<file path="src/rtl/mem_access_unit.sv">
// mem_access_unit: MEM-stage load/store initiator for a byte-addressed, big-endian, word-wide SRAM
module mem_access_unit (
  input  logic        clk,
  input  logic        rst,
  input  logic        req,
  input  logic        req_we,
  input  logic [1:0]  req_size,
  input  logic        req_unsigned,
  input  logic [31:0] req_addr,
  input  logic [31:0] req_wdata,
  output logic        busy,
  output logic        ack,
  output logic        err,
  output logic [31:0] rdata,
  output logic        mem_cs,
  output logic        mem_oe,
  output logic        mem_we,
  output logic [31:0] mem_addr,
  output logic [0:31] mem_din,
  input  logic [0:31] mem_dout
);
  typedef enum logic [2:0] {IDLE, RD, WR, RMW_RD, RMW_WR, DONE, ERR} state_t;
  state_t state;
  logic [1:0] size, off;
  logic uns;
  logic [15:0] wd;
  logic [31:0] rword, lane, ext, mask, ins, merged;
  logic [4:0] sh;
  logic bad;
  // lane 0 is the most significant byte, so shifting left by 8*offset brings the addressed lane to the top
  always_comb begin
    rword = mem_dout;
    sh = {off, 3'b000};
    lane = rword << sh;
    ext = size == 2'd0 ? {{24{~uns & lane[31]}}, lane[31:24]}
        : size == 2'd1 ? {{16{~uns & lane[31]}}, lane[31:16]} : rword;
    mask = (size == 2'd0 ? 32'hff00_0000 : 32'hffff_0000) >> sh;
    ins = (size == 2'd0 ? {wd[7:0], 24'h0} : {wd, 16'h0}) >> sh;
    merged = (rword & ~mask) | (ins & mask);
    bad = req_size == 2'd3 || (req_size == 2'd1 && req_addr[0]) ||
          (req_size == 2'd2 && req_addr[1:0] != 2'd0);
  end
  assign busy = state != IDLE;
  assign ack = state == DONE || state == ERR;
  assign err = state == ERR;
  assign mem_oe = state == RD || state == RMW_RD;
  assign mem_we = state == WR || state == RMW_WR;
  assign mem_cs = mem_oe | mem_we;
  always_ff @(posedge clk) begin
    if (rst) begin
      state <= IDLE;
      size <= 2'd0;
      off <= 2'd0;
      uns <= 1'b0;
      wd <= 16'h0;
      rdata <= 32'h0;
      mem_addr <= 32'h0;
      mem_din <= 32'h0;
    end else begin
      unique case (state)
        IDLE: if (req) begin
          size <= req_size;
          off <= req_addr[1:0];
          uns <= req_unsigned;
          wd <= req_wdata[15:0];
          mem_addr <= {req_addr[31:2], 2'b00};
          if (req_we && req_size == 2'd2 && !bad) mem_din <= req_wdata;
          state <= bad ? ERR : !req_we ? RD : req_size == 2'd2 ? WR : RMW_RD;
        end
        RD: begin
          rdata <= ext;
          state <= DONE;
        end
        RMW_RD: begin
          mem_din <= merged;
          state <= RMW_WR;
        end
        WR, RMW_WR: state <= DONE;
        default: state <= IDLE;
      endcase
    end
  end
endmodule

</file>
<file path="config.mk">
export PLATFORM = sky130hd
export DESIGN_NAME = mem_access_unit
export DESIGN_NICKNAME = d
export VERILOG_FILES = /design/src/rtl/mem_access_unit.sv
export SDC_FILE = /design/constraint.sdc
export NUM_CORES = 1
export LEC_CHECK = 0
export ABC_CLOCK_PERIOD_IN_PS = 4050
export BUFFER_PORTS_ARGS = -buffer_cell sky130_fd_sc_hd__buf_2
export CORE_MARGIN = 2
export CORE_UTILIZATION = 54
export CTS_CLUSTER_DIAMETER = 80
export DETAILED_ROUTE_END_ITERATION = 10
export PLACE_DENSITY_LB_ADDON = 0.25
export SYNTH_ARGS = -nofsm -noshare
export SYNTH_HDL_FRONTEND = slang
export SYNTH_SLANG_ARGS = --single-unit
</file>
<file path="constraint.sdc">
create_clock -name clk -period 4.05 [get_ports clk]
set_input_delay 0 -clock clk [delete_from_list [all_inputs] [get_ports clk]]
set_output_delay 0 -clock clk [all_outputs]
set_load 0.005 [all_outputs]
</file>
==> results of run 1 <==
-- synthesized netlist by cell type (4+ instances only) --
cell                         n  area (sq um)
sky130_fd_sc_hd__a22o_1      8          70.1
sky130_fd_sc_hd__buf_2      11          55.1
sky130_fd_sc_hd__buf_1       5          18.8
sky130_fd_sc_hd__a221oi_1   33           289
sky130_fd_sc_hd__o311a_1     8          80.1
sky130_fd_sc_hd__clkbuf_1   47           176
sky130_fd_sc_hd__a311oi_1    8          70.1
sky130_fd_sc_hd__buf_4       4          30.0
sky130_fd_sc_hd__mux4_2      8           180
sky130_fd_sc_hd__a22oi_1     8          60.1
sky130_fd_sc_hd__nor3_1     19          95.1
sky130_fd_sc_hd__dfxtp_1   118          2360
sky130_fd_sc_hd__nor4_1     16           100
sky130_fd_sc_hd__nor2_1     79           297
sky130_fd_sc_hd__nand2_1   154           578
sky130_fd_sc_hd__o41ai_1     8          70.1
sky130_fd_sc_hd__nand3b_1    8          60.1
sky130_fd_sc_hd__a211oi_1   40           300
sky130_fd_sc_hd__mux2i_1    24           240
sky130_fd_sc_hd__a21oi_1    64           320
-- power groups by stage --
stage / Combinational, mW / Clock (mW) / Sequential [mW]
after CTS: 0.772 / 1.36 / 1.38
after floorplan: 0.447 / 0 / 1.37
after global placement: 0.666 / 0 / 1.40
after detailed placement: 0.684 / 0 / 1.41
after global routing: 0.867 / 1.42 / 1.40
final: 0.803 / 1.37 / 1.39
-- registers in the layout, indices dropped and copies added, names as in the netlist --
signal	flops
mem_addr	30
mem_din	32
off	2
rdata	32
size	2
state	3
uns	1
wd	16
-- routing by layer --
| layer | vias to the layer above | wire (microns) |
|---|---|---|
| li1 | 3085 | - |
| met1 | 3187 | 8500 |
| met2 | 440 | 10700 |
| met3 | 92 | 2070 |
| met4 | 0 | 999 |
| met5 | - | 0 |
-- critical path, cell delays in order, from the launching register on --
cell                            delay [ns]
sky130_fd_sc_hd__dfxtp_1              0.30
sky130_fd_sc_hd__buf_4                0.26
sky130_fd_sc_hd__nor2_1               0.92
sky130_fd_sc_hd__nor2_1               0.09
sky130_fd_sc_hd__o311a_1              0.36
sky130_fd_sc_hd__a311oi_1             0.31
sky130_fd_sc_hd__dlygate4sd3_1        0.62
-- layout make-up --
cell class | count | area (sq um) | area share [%]
clock buffers | 23 | 477 | 5.75
well taps | 136 | 170 | 2.05
inverters | 3 | 11.3 | 0.136
flip-flops and latches | 118 | 2360 | 28.5
clock inverters | 5 | 50.0 | 0.604
multi-input cells | 514 | 3020 | 36.4
diodes | 1 | 2.50 | 0.0302
repair buffers | 322 | 2200 | 26.5
-- metrics by stage --
stage               total power, mW  area (sq um)
detailed placement             2.09          6630
global route                   3.69          8290
floorplan                      1.82          5680
CTS                            3.51          8280
global placement               2.06          6630
finish                         3.56          8290
-- cell families (layout without fill, tap and decap cells) --
| family | after synthesis | after routing | synth area share [%] |
|---|---|---|---|
| other | 1 | 3 | 0.0661 |
| AOI/OAI and AO/OA | 186 | 186 | 23.2 |
| muxes | 32 | 32 | 7.41 |
| and+or+nand+nor | 292 | 292 | 22.1 |
| buffers and inverters | 71 | 353 | 5.34 |
| xor gates and xnor gates | 2 | 2 | 0.309 |
| DFF | 118 | 118 | 41.6 |
-- worst min path at each step --
stage	endpoint	slack, ns	cells past startpoint	start
after floorplan	uns$_SDFFE_PP0P_	0.14	2	req_unsigned
after global placement	mem_addr[7]$_SDFFE_PP0P_	0.24	3	req_addr[7]
after detailed placement	mem_addr[24]$_SDFFE_PP0P_	0.25	3	req_addr[24]
after CTS	rdata[14]$_SDFFE_PP0N_	0.006	3	mem_dout[17]
after global routing	rdata[0]$_SDFFE_PP0N_	0.009	3	mem_dout[31]
final	rdata[0]$_SDFFE_PP0N_	-0.001	3	mem_dout[31]
==> out/metrics.sh, run 1 <==
WIRE_PER_INST_MICRONS=19.8
PATH_CLK_SLEW_NS=0.05
SYNTH_ENABLE_FLOP_CELLS=0
TRITONCTS.NUM_BUFFERS=17
CTS.SINK_COUNT=118
VDD_IR_DROP_MAX_mV=0.291
FLOW.AREA_GROWTH_FROM_SYNTHESIS_PCT=46.0
CTS_HOLD_REPAIR.BUFFERS=113
NUMBER_OF_NETS_WITH_ANTENNA_VIOLATIONS_AFTER_DETAILED_ROUTING=0
DETAILEDROUTE.FIRSTPASSITERATIONCOUNT=6
MAX_SLEW_MARGIN_PCT=23.1
POST_SYNTH.CELL_AREA_AVG_SQ_UM=8.08
FINISH.UTILIZATION_PCT=80.6
CLK-INSERTION-DELAY-LATE_NS=0.52
SYNTHCELLS=702
PLACE.PORT_BUFFERS=202
CLOCK_TREE_FROM_TRITONCTS='yes'
POWER.INTERNAL_mW=2.49
WORSTHOLDPATHTYPE='in -> reg'
TOTALNEGATIVESETUPSLACK_NS=0
CTS_SETUP_BUFFERS=0
CRIT_END='mem_din[3]$_SDFFE_PP0P_'
GR-USAGE-MET3_PCT=7.85
GR-USAGE-MET1_PCT=46.5
POST-ROUTE-WORST-SETUP-SLACK_NS=1.11
VIAS_IN_THE_FIRST_GLOBAL_ROUTE=6596
CORE_AREA_SQ_MM=0.0103
HTREE_LEVELS=4
PLACE.DETAILED.HPWL_MM=13.4
POWER.DENSITY_CELL_AREA_mW_PER_MM2=430
FLOORPLAN.INITIALDENSITY_PCT=55.2
YS.FLOP_TYPE='sky130_fd_sc_hd__dfxtp_1'
POWER_LEAKAGE_nW=3.56
ROUTE.DETAILED.DRC=0
FLOORPLAN.DIE.HEIGHT_MICRONS=107
FINISH.NET_COUNT=1079
TIMING.CRITICAL_PATH.ARRIVAL_NS=3.40
WORST_SLEW_PIN_SLEW_NS=1.15
SWSHARE_PCT=30.1
CP.REQUIRED_NS=4.51
DRT-TOTAL-WL_MM=22.3
CTSROOTBUFFERMASTER='sky130_fd_sc_hd__clkbuf_8'
LAYOUT_WORST_PATH_CYCLE_SHARE_PCT=72.6
POST_LAYOUT_INSTANCE_COUNT_EXCLUDING_FILLER_CELLS=1122
YS_SEQ_AREA_SHARE_PCT=41.6
ANTENNA_VIOLATIONS_BEFORE_REPAIR=1
FLOORPLAN.IO_PINS=205
CRITICALPATHCATEGORY='reg -> reg'
YS.WARNINGS.COUNT=0
RSZ0062_AT_GRT='no'
ROUTABILITYCONGESTION=0.964
GRT_USE_TOTAL_PCT=38.3
DP_WORST_SETUP_SLACK_NS=1.54
REGTOREGSTARTPOINT='size[1]$_SDFFE_PP0P_'
CLOCKBUFFERDEPTH=2
FILLERS=681
GRT_OVERFLOW_TOTAL=0
HOLD-WORST-SLACK_NS=-0.00121
TOTAL_OF_ENDPOINTS_WITH_NEGATIVE_SETUP_SLACK_IN_THE_FINAL_REPORT=0
FMAX_MHz=340
LAYOUT_CELLS_SIZED_ABOVE_1_PCT=25.5
CRITICAL_PATH_SOURCE_TYPE='flip-flop'
YS_ASYNC_SR_FRACTION_PCT=0
NETSWITCHINGPOWER_mW=1.07
FAILED_CHECKS='hold timing'
COMBINATIONALPOWERSHARE_PCT=22.6
CRITPATHMAXFANOUT=42
WORSTREGTOREGCELLS=6
YOSYS.CELL_TYPES.COUNT=40
R2R_SLACK_NS=1.11
MAPPEDNETLISTAREA_SQ_MM=0.00567
DIEAREA_SQ_MM=0.0113
TIMING.MAX_CAP.VIOLATIONS=0
FINALMAXSLEWVIOLATIONS=0
NUM_VIAS=6804
DRTITER0DRC=785
CRIT-REG2REG-CAPTURE='mem_din[3]$_SDFFE_PP0P_'
DIE_X_MICRONS=107
GRT_PASS1_WL_MM=33.8
CTS_RESIZED=0
GLOBALROUTEMET2UTIL_PCT=65.2
YOSYS_REG_BITS=118
DP_CELL_COUNT=980
WORST_SETUP_PATH_END_KIND='flip-flop'
FINALCLOCKSKEW_NS=0.00955
PLACEMENT_ROWS=37
FINAL_PERIOD_MINUS_WORST_SETUP_SLACK_NS=2.94
SHARE_SEQ_OF_TOTAL_POWER_PCT=39.0
MOST-COMMON-LAYOUT-CELLS='sky130_fd_sc_hd__buf_2, sky130_fd_sc_hd__nand2_1, sky130_fd_sc_hd__dfxtp_1, sky130_fd_sc_hd__dlygate4sd3_1, sky130_fd_sc_hd__nor2_1'
OUTCOME='finished with violations'
ROUTED_VIA_DENSITY=6.06
CP-STARTPOINT='size[1]$_SDFFE_PP0P_'
LARGEST_NET_DEGREE_AT_THE_START_OF_GLOBAL_ROUTING=92
GR-MAX-USAGE-LAYER='met2'
LAYOUT.CELLS.MOST_COMMON='sky130_fd_sc_hd__buf_2'
CLOCK_POWER_SHARE_PCT=38.4
FINAL_HOLD_VIOL_COUNT=1
Note: power is estimated with default switching activity, not from simulation.
==> run 2: changes to the inputs <==
--- a/config.mk
+++ b/config.mk
@@ -5,10 +5,11 @@
 export SDC_FILE = /design/constraint.sdc
 export NUM_CORES = 1
 export LEC_CHECK = 0
-export ABC_CLOCK_PERIOD_IN_PS = 4050
+export ABC_AREA = 1
+export ABC_CLOCK_PERIOD_IN_PS = 2600
 export BUFFER_PORTS_ARGS = -buffer_cell sky130_fd_sc_hd__buf_2
 export CORE_MARGIN = 2
-export CORE_UTILIZATION = 54
+export CORE_UTILIZATION = 47
 export CTS_CLUSTER_DIAMETER = 80
 export DETAILED_ROUTE_END_ITERATION = 10
 export PLACE_DENSITY_LB_ADDON = 0.25
==> constraint.sdc (replaced) <==
create_clock -name clk -period 2.6 [get_ports clk]
set_input_delay 0 -clock clk [delete_from_list [all_inputs] [get_ports clk]]
set_output_delay 0 -clock clk [all_outputs]
set_load 0.005 [all_outputs]
==> run 2 against run 1 <==
  * The flow now finishes without violations
  * Synthesized area increased by 14%
  * Cell count is 32% higher
  * Critical path depth is 3 higher
  * Clock power increased by 82%
  * Sequential cell count unchanged
  * Utilization down 14 points
  * Routed wire length is 2.3% higher
  * Sequential share of layout area shrank 2.0 points
  * Cell area grew 7.5%
  * Worst setup slack worse by 0.86 ns
  * Clock skew shrank 0.0019 ns
  * Largest cell class unchanged
==> out/metrics.sh, run 2 <==
DIE_X_MICRONS=121  # +14%
DRTITER0DRC=579  # -26%
DRT-TOTAL-WL_MM=22.8  # +2.3%
TOTAL_OF_ENDPOINTS_WITH_NEGATIVE_SETUP_SLACK_IN_THE_FINAL_REPORT=0  # unchanged
RSZ0062_AT_GRT='no'
FLOORPLAN.DIE.HEIGHT_MICRONS=121  # +14%
MULTI_INPUT_GATE_AREA_SQ_MM=0.00333  # +10%
CRIT_PATH_TOP_CELL_BY_COUNT='sky130_fd_sc_hd__nand2_1'
SYNTH.TOP_CELL.AREA_SHARE_PCT=36.6  # -5.0 points
SLOWEST_CELL_ON_CRIT_PATH='sky130_fd_sc_hd__nor2_2'
SYNTHCELLS=1036  # +48%
POST_LAYOUT_INSTANCE_COUNT_EXCLUDING_FILLER_CELLS=1479  # +32%
CORE_AREA_SQ_MM=0.0133  # +30%
CTSROOTBUFFERMASTER='sky130_fd_sc_hd__clkbuf_16'
WORSTHOLDPATHTYPE='in -> reg'
TRITONCTS.NUM_BUFFERS=17  # unchanged
ROUTE.DETAILED.DRC=0  # unchanged
R2R_SLACK_NS=0.25  # -0.86 ns
MAPPEDNETLISTAREA_SQ_MM=0.00645  # +14%
YS_TOP_CELLS_BY_COUNT='sky130_fd_sc_hd__nand2_1, sky130_fd_sc_hd__nor2_1, sky130_fd_sc_hd__nand3_1'
WORST_SLEW_PIN_SLEW_NS=0.770  # -0.384 ns
POST_SYNTH_AND_OR_NAND_NOR_AREA_FRACTION_PCT=38.5  # +16 points
MAX_SLEW_MARGIN_PCT=48.6  # +25 points
SHARE_OF_CELL_AREA_TAKEN_BY_MUXES_AFTER_SYNTHESIS_PCT=0  # -7.4 points
POST_SYNTH.CELL_AREA_AVG_SQ_UM=6.23  # -23%
YS_ASYNC_SR_FRACTION_PCT=0  # unchanged
FLOORPLAN.INITIALDENSITY_PCT=48.3  # -6.9 points
CTS.SINK_COUNT=118  # unchanged
POST_SYNTHESIS_CELL_TYPE_WITH_THE_LARGEST_COMBINED_AREA='sky130_fd_sc_hd__dfxtp_1'
YOSYS.CELL_TYPES.COUNT=30  # -25%
WIRE_PER_INST_MICRONS=15.4  # -22%
LARGEST_NET_DEGREE_AT_THE_START_OF_GLOBAL_ROUTING=54  # -41%
OUTCOME='finished clean'
CRITICALPATHCATEGORY='reg -> reg'
FLOORPLAN.IO_PINS=205  # unchanged
YOSYS_REG_BITS=118  # unchanged
POWER_LEAKAGE_nW=4.59  # +29%
SYNTH_TOP_FAMILY_BY_AREA='simple AND/OR/NAND/NOR gates'
ANTENNA_CELLS=0  # -1
LAYOUT_TOP_REGISTERS='mem_din (32), rdata (32), mem_addr (30)'
SYNTH_COMPOUND_GATE_AREA_SHARE_PCT=12.9  # -10 points
YS.WARNINGS.COUNT=0  # unchanged
YOSYS.AREA_SHARE.XOR_XNOR_PCT=0  # -0.31 points
DETAILED_PLACE.AREA_SQ_MM=0.00746  # +13%
PATH_CLK_SLEW_NS=0.06  # about the same
PLACEMENT_ROWS=42  # +14%
VDD_IR_DROP_MAX_mV=0.479  # +65%
TOTALNEGATIVESETUPSLACK_NS=0  # unchanged
GRT_USE_TOTAL_PCT=31.7  # -6.6 points
DETAILEDROUTE.FIRSTPASSITERATIONCOUNT=5  # -1
SLOWEST_DELAY_NS=0.59  # -0.33 ns
CP.REQUIRED_NS=2.90  # -1.61 ns
CLOCKBUFFERDEPTH=2  # unchanged
FINISH.NET_COUNT=1393  # +29%
PLACE.PORT_BUFFERS=202  # unchanged
SYNTH_ENABLE_FLOP_CELLS=0  # unchanged
GRT_OVERFLOW_TOTAL=0  # unchanged
ADDER_AND_MAJORITY_GATE_PORTION_OF_THE_SYNTHESIZED_AREA_PCT=0  # unchanged
SEQ_AREA_SQ_MM=0.00236  # about the same
DIEAREA_SQ_MM=0.0147  # +29%
CRITICAL_PATH_SOURCE_TYPE='flip-flop'
MOST-COMMON-LAYOUT-CELLS='sky130_fd_sc_hd__nand2_1, sky130_fd_sc_hd__buf_2, sky130_fd_sc_hd__nor2_1, sky130_fd_sc_hd__nand3_1, sky130_fd_sc_hd__dfxtp_1'
TIMING.CRITICAL_PATH.ARRIVAL_NS=2.65  # -0.75 ns
POWER.DENSITY_CELL_AREA_mW_PER_MM2=770  # +79%
TIMING.MAX_CAP.VIOLATIONS=0  # unchanged
SYNTH.MOST_COMMON_CELL='sky130_fd_sc_hd__nand2_1'
GRT_PASS1_WL_MM=36.6  # +8.3%
FLOW.AREA_GROWTH_FROM_SYNTHESIS_PCT=38.1
CRITPATHMAXFANOUT=17  # -60%
FINAL_HOLD_VIOL_COUNT=0  # -1
YS_SEQ_AREA_SHARE_PCT=36.6  # -5.0 points
FINALINSTANCEAREA_SQ_MM=0.00891  # +7.5%
NUMBER_OF_NETS_WITH_ANTENNA_VIOLATIONS_AFTER_DETAILED_ROUTING=0  # unchanged
CLK-INSERTION-DELAY-LATE_NS=0.42  # -0.10 ns
ROUTED_VIA_DENSITY=5.10  # -16%
ANTENNA_VIOLATIONS_BEFORE_REPAIR=0  # -1
LAYOUT_WORST_PATH_CYCLE_SHARE_PCT=90.2  # +18 points
WORST_SETUP_PATH_END_KIND='flip-flop'
ROUTABILITYCONGESTION=0.980  # +1.7%
FINALMAXSLEWVIOLATIONS=0  # unchanged
PLACE.DETAILED.HPWL_MM=15.4  # +15%
FINAL_PERIOD_MINUS_WORST_SETUP_SLACK_NS=2.35  # -0.593 ns
LAYOUT_CELLS_SIZED_ABOVE_1_PCT=21.9  # -3.5 points
YS.FLOP_TYPE='sky130_fd_sc_hd__dfxtp_1'
FINALCLOCKSKEW_NS=0.00768  # -0.00187 ns
REPORT.POWER.TOTAL_mW=6.86  # +93%
FILLERS=1196  # +76%
FMAX_MHz=426  # +25%
NUM_VIAS=7547  # +11%
CTS_SETUP_BUFFERS=0  # unchanged
DP_CELL_COUNT=1366  # +39%
VIAS_IN_THE_FIRST_GLOBAL_ROUTE=7257  # +10%
CLOCK_TREE_FROM_TRITONCTS='yes'
CRIT_CHAIN='nor2_2, nand2_1, nand2_1, nand2_1, nand3_1, nand2_1, inv_1, nor2_1, dlygate4sd3_1'
SYNTH.TOP_CELLS.BY_AREA='sky130_fd_sc_hd__dfxtp_1, sky130_fd_sc_hd__nand2_1, sky130_fd_sc_hd__nor2_1, sky130_fd_sc_hd__nand3_1, sky130_fd_sc_hd__o21ai_0'
HTREE_LEVELS=4  # unchanged
LAYOUT.CELLS.MOST_COMMON='sky130_fd_sc_hd__nand2_1'
-- run 2: cell types whose count changed in the layout (fill, tap and decap cells not counted), moves of 13 or more --
cell and delta:
sky130_fd_sc_hd__mux2i_1 -24, sky130_fd_sc_hd__nor3_1 -17, sky130_fd_sc_hd__inv_2 +13, sky130_fd_sc_hd__a221oi_1 -33, sky130_fd_sc_hd__nor4_1 -16, sky130_fd_sc_hd__o21ai_0 +90, sky130_fd_sc_hd__inv_1 +71, sky130_fd_sc_hd__nand2_1 +95
sky130_fd_sc_hd__a211oi_1 -40, sky130_fd_sc_hd__clkinv_1 +26, sky130_fd_sc_hd__nand3_1 +117, sky130_fd_sc_hd__nor2_1 +88, sky130_fd_sc_hd__a21oi_1 -18, sky130_fd_sc_hd__dlygate4sd3_1 -32
-- run 2: kinds of logic after synthesis --
| logic type | after synthesis |
|---|---|
| DFF | 118 |
| AOI/OAI and AO/OA | 163 |
| other | 1 |
| buffers and inverters | 177 |
| and+or+nand+nor | 577 |
-- run 2: critical path, delay by kind of cell (launching register included) --
kind / cells / cell delay [ns]
buf+inv: 2 / 0.60
flops: 1 / 0.42
simple gates: 7 / 1.22
-- run 2: report_power, final --
group	switching (mW)	total [mW]	internal [mW]
Clock	0.833	2.49	1.65
Sequential	0.165	2.27	2.10
Combinational	1.33	2.11	0.777
Total	2.33	6.86	4.53
-- run 2: area by class of cell --
class,count,share of cell area [%]
Clock buffer,24,5.74
Tap cell,176,2.47
Sequential cell,118,26.5
Multi-Input combinational cell,742,37.4
Timing Repair Buffer,297,21.8
Clock inverter,8,1.32
Inverter,114,4.83
-- run 2: worst paths after layout --
check | startpoint | end | cells past startpoint
setup / recovery | size[1]$_SDFFE_PP0P_ | mem_din[10]$_SDFFE_PP0P_ | 9
hold / removal | mem_dout[28] | mem_din[28]$_SDFFE_PP0P_ | 5
hold reg to reg | wd[12]$_SDFFE_PP0P_ | wd[12]$_SDFFE_PP0P_ | 2
setup reg to reg | size[1]$_SDFFE_PP0P_ | mem_din[10]$_SDFFE_PP0P_ | 9
-- run 2: what timing repair did --
item,CTS,global route
gates resized for setup,0,2
hold buffers,81,0
endpoints found under the setup margin,0,4
endpoints found under the hold margin,92,0
-- run 2: metrics by stage --
stage | hold slack, ns | setup WS (ns) | util [%]
2_1_floorplan | 0.135 | 1.23 | -
3_3_place_gp | 0.220 | 0.684 | 55.9
3_5_place_dp | 0.233 | 0.587 | 55.9
4_1_cts | 0.00245 | 0.132 | 66.7
5_1_grt | 0.00944 | 0.0825 | 66.8
6_report | 0.0103 | 0.254 | 66.8
-- run 2: routing by layer --
metal  share of wire, %  global-route usage, %
met4                2.7                   11.6
met3                9.3                   9.30
met5                  0                   1.10
met2                 47                   53.4
met1                 41                   38.2
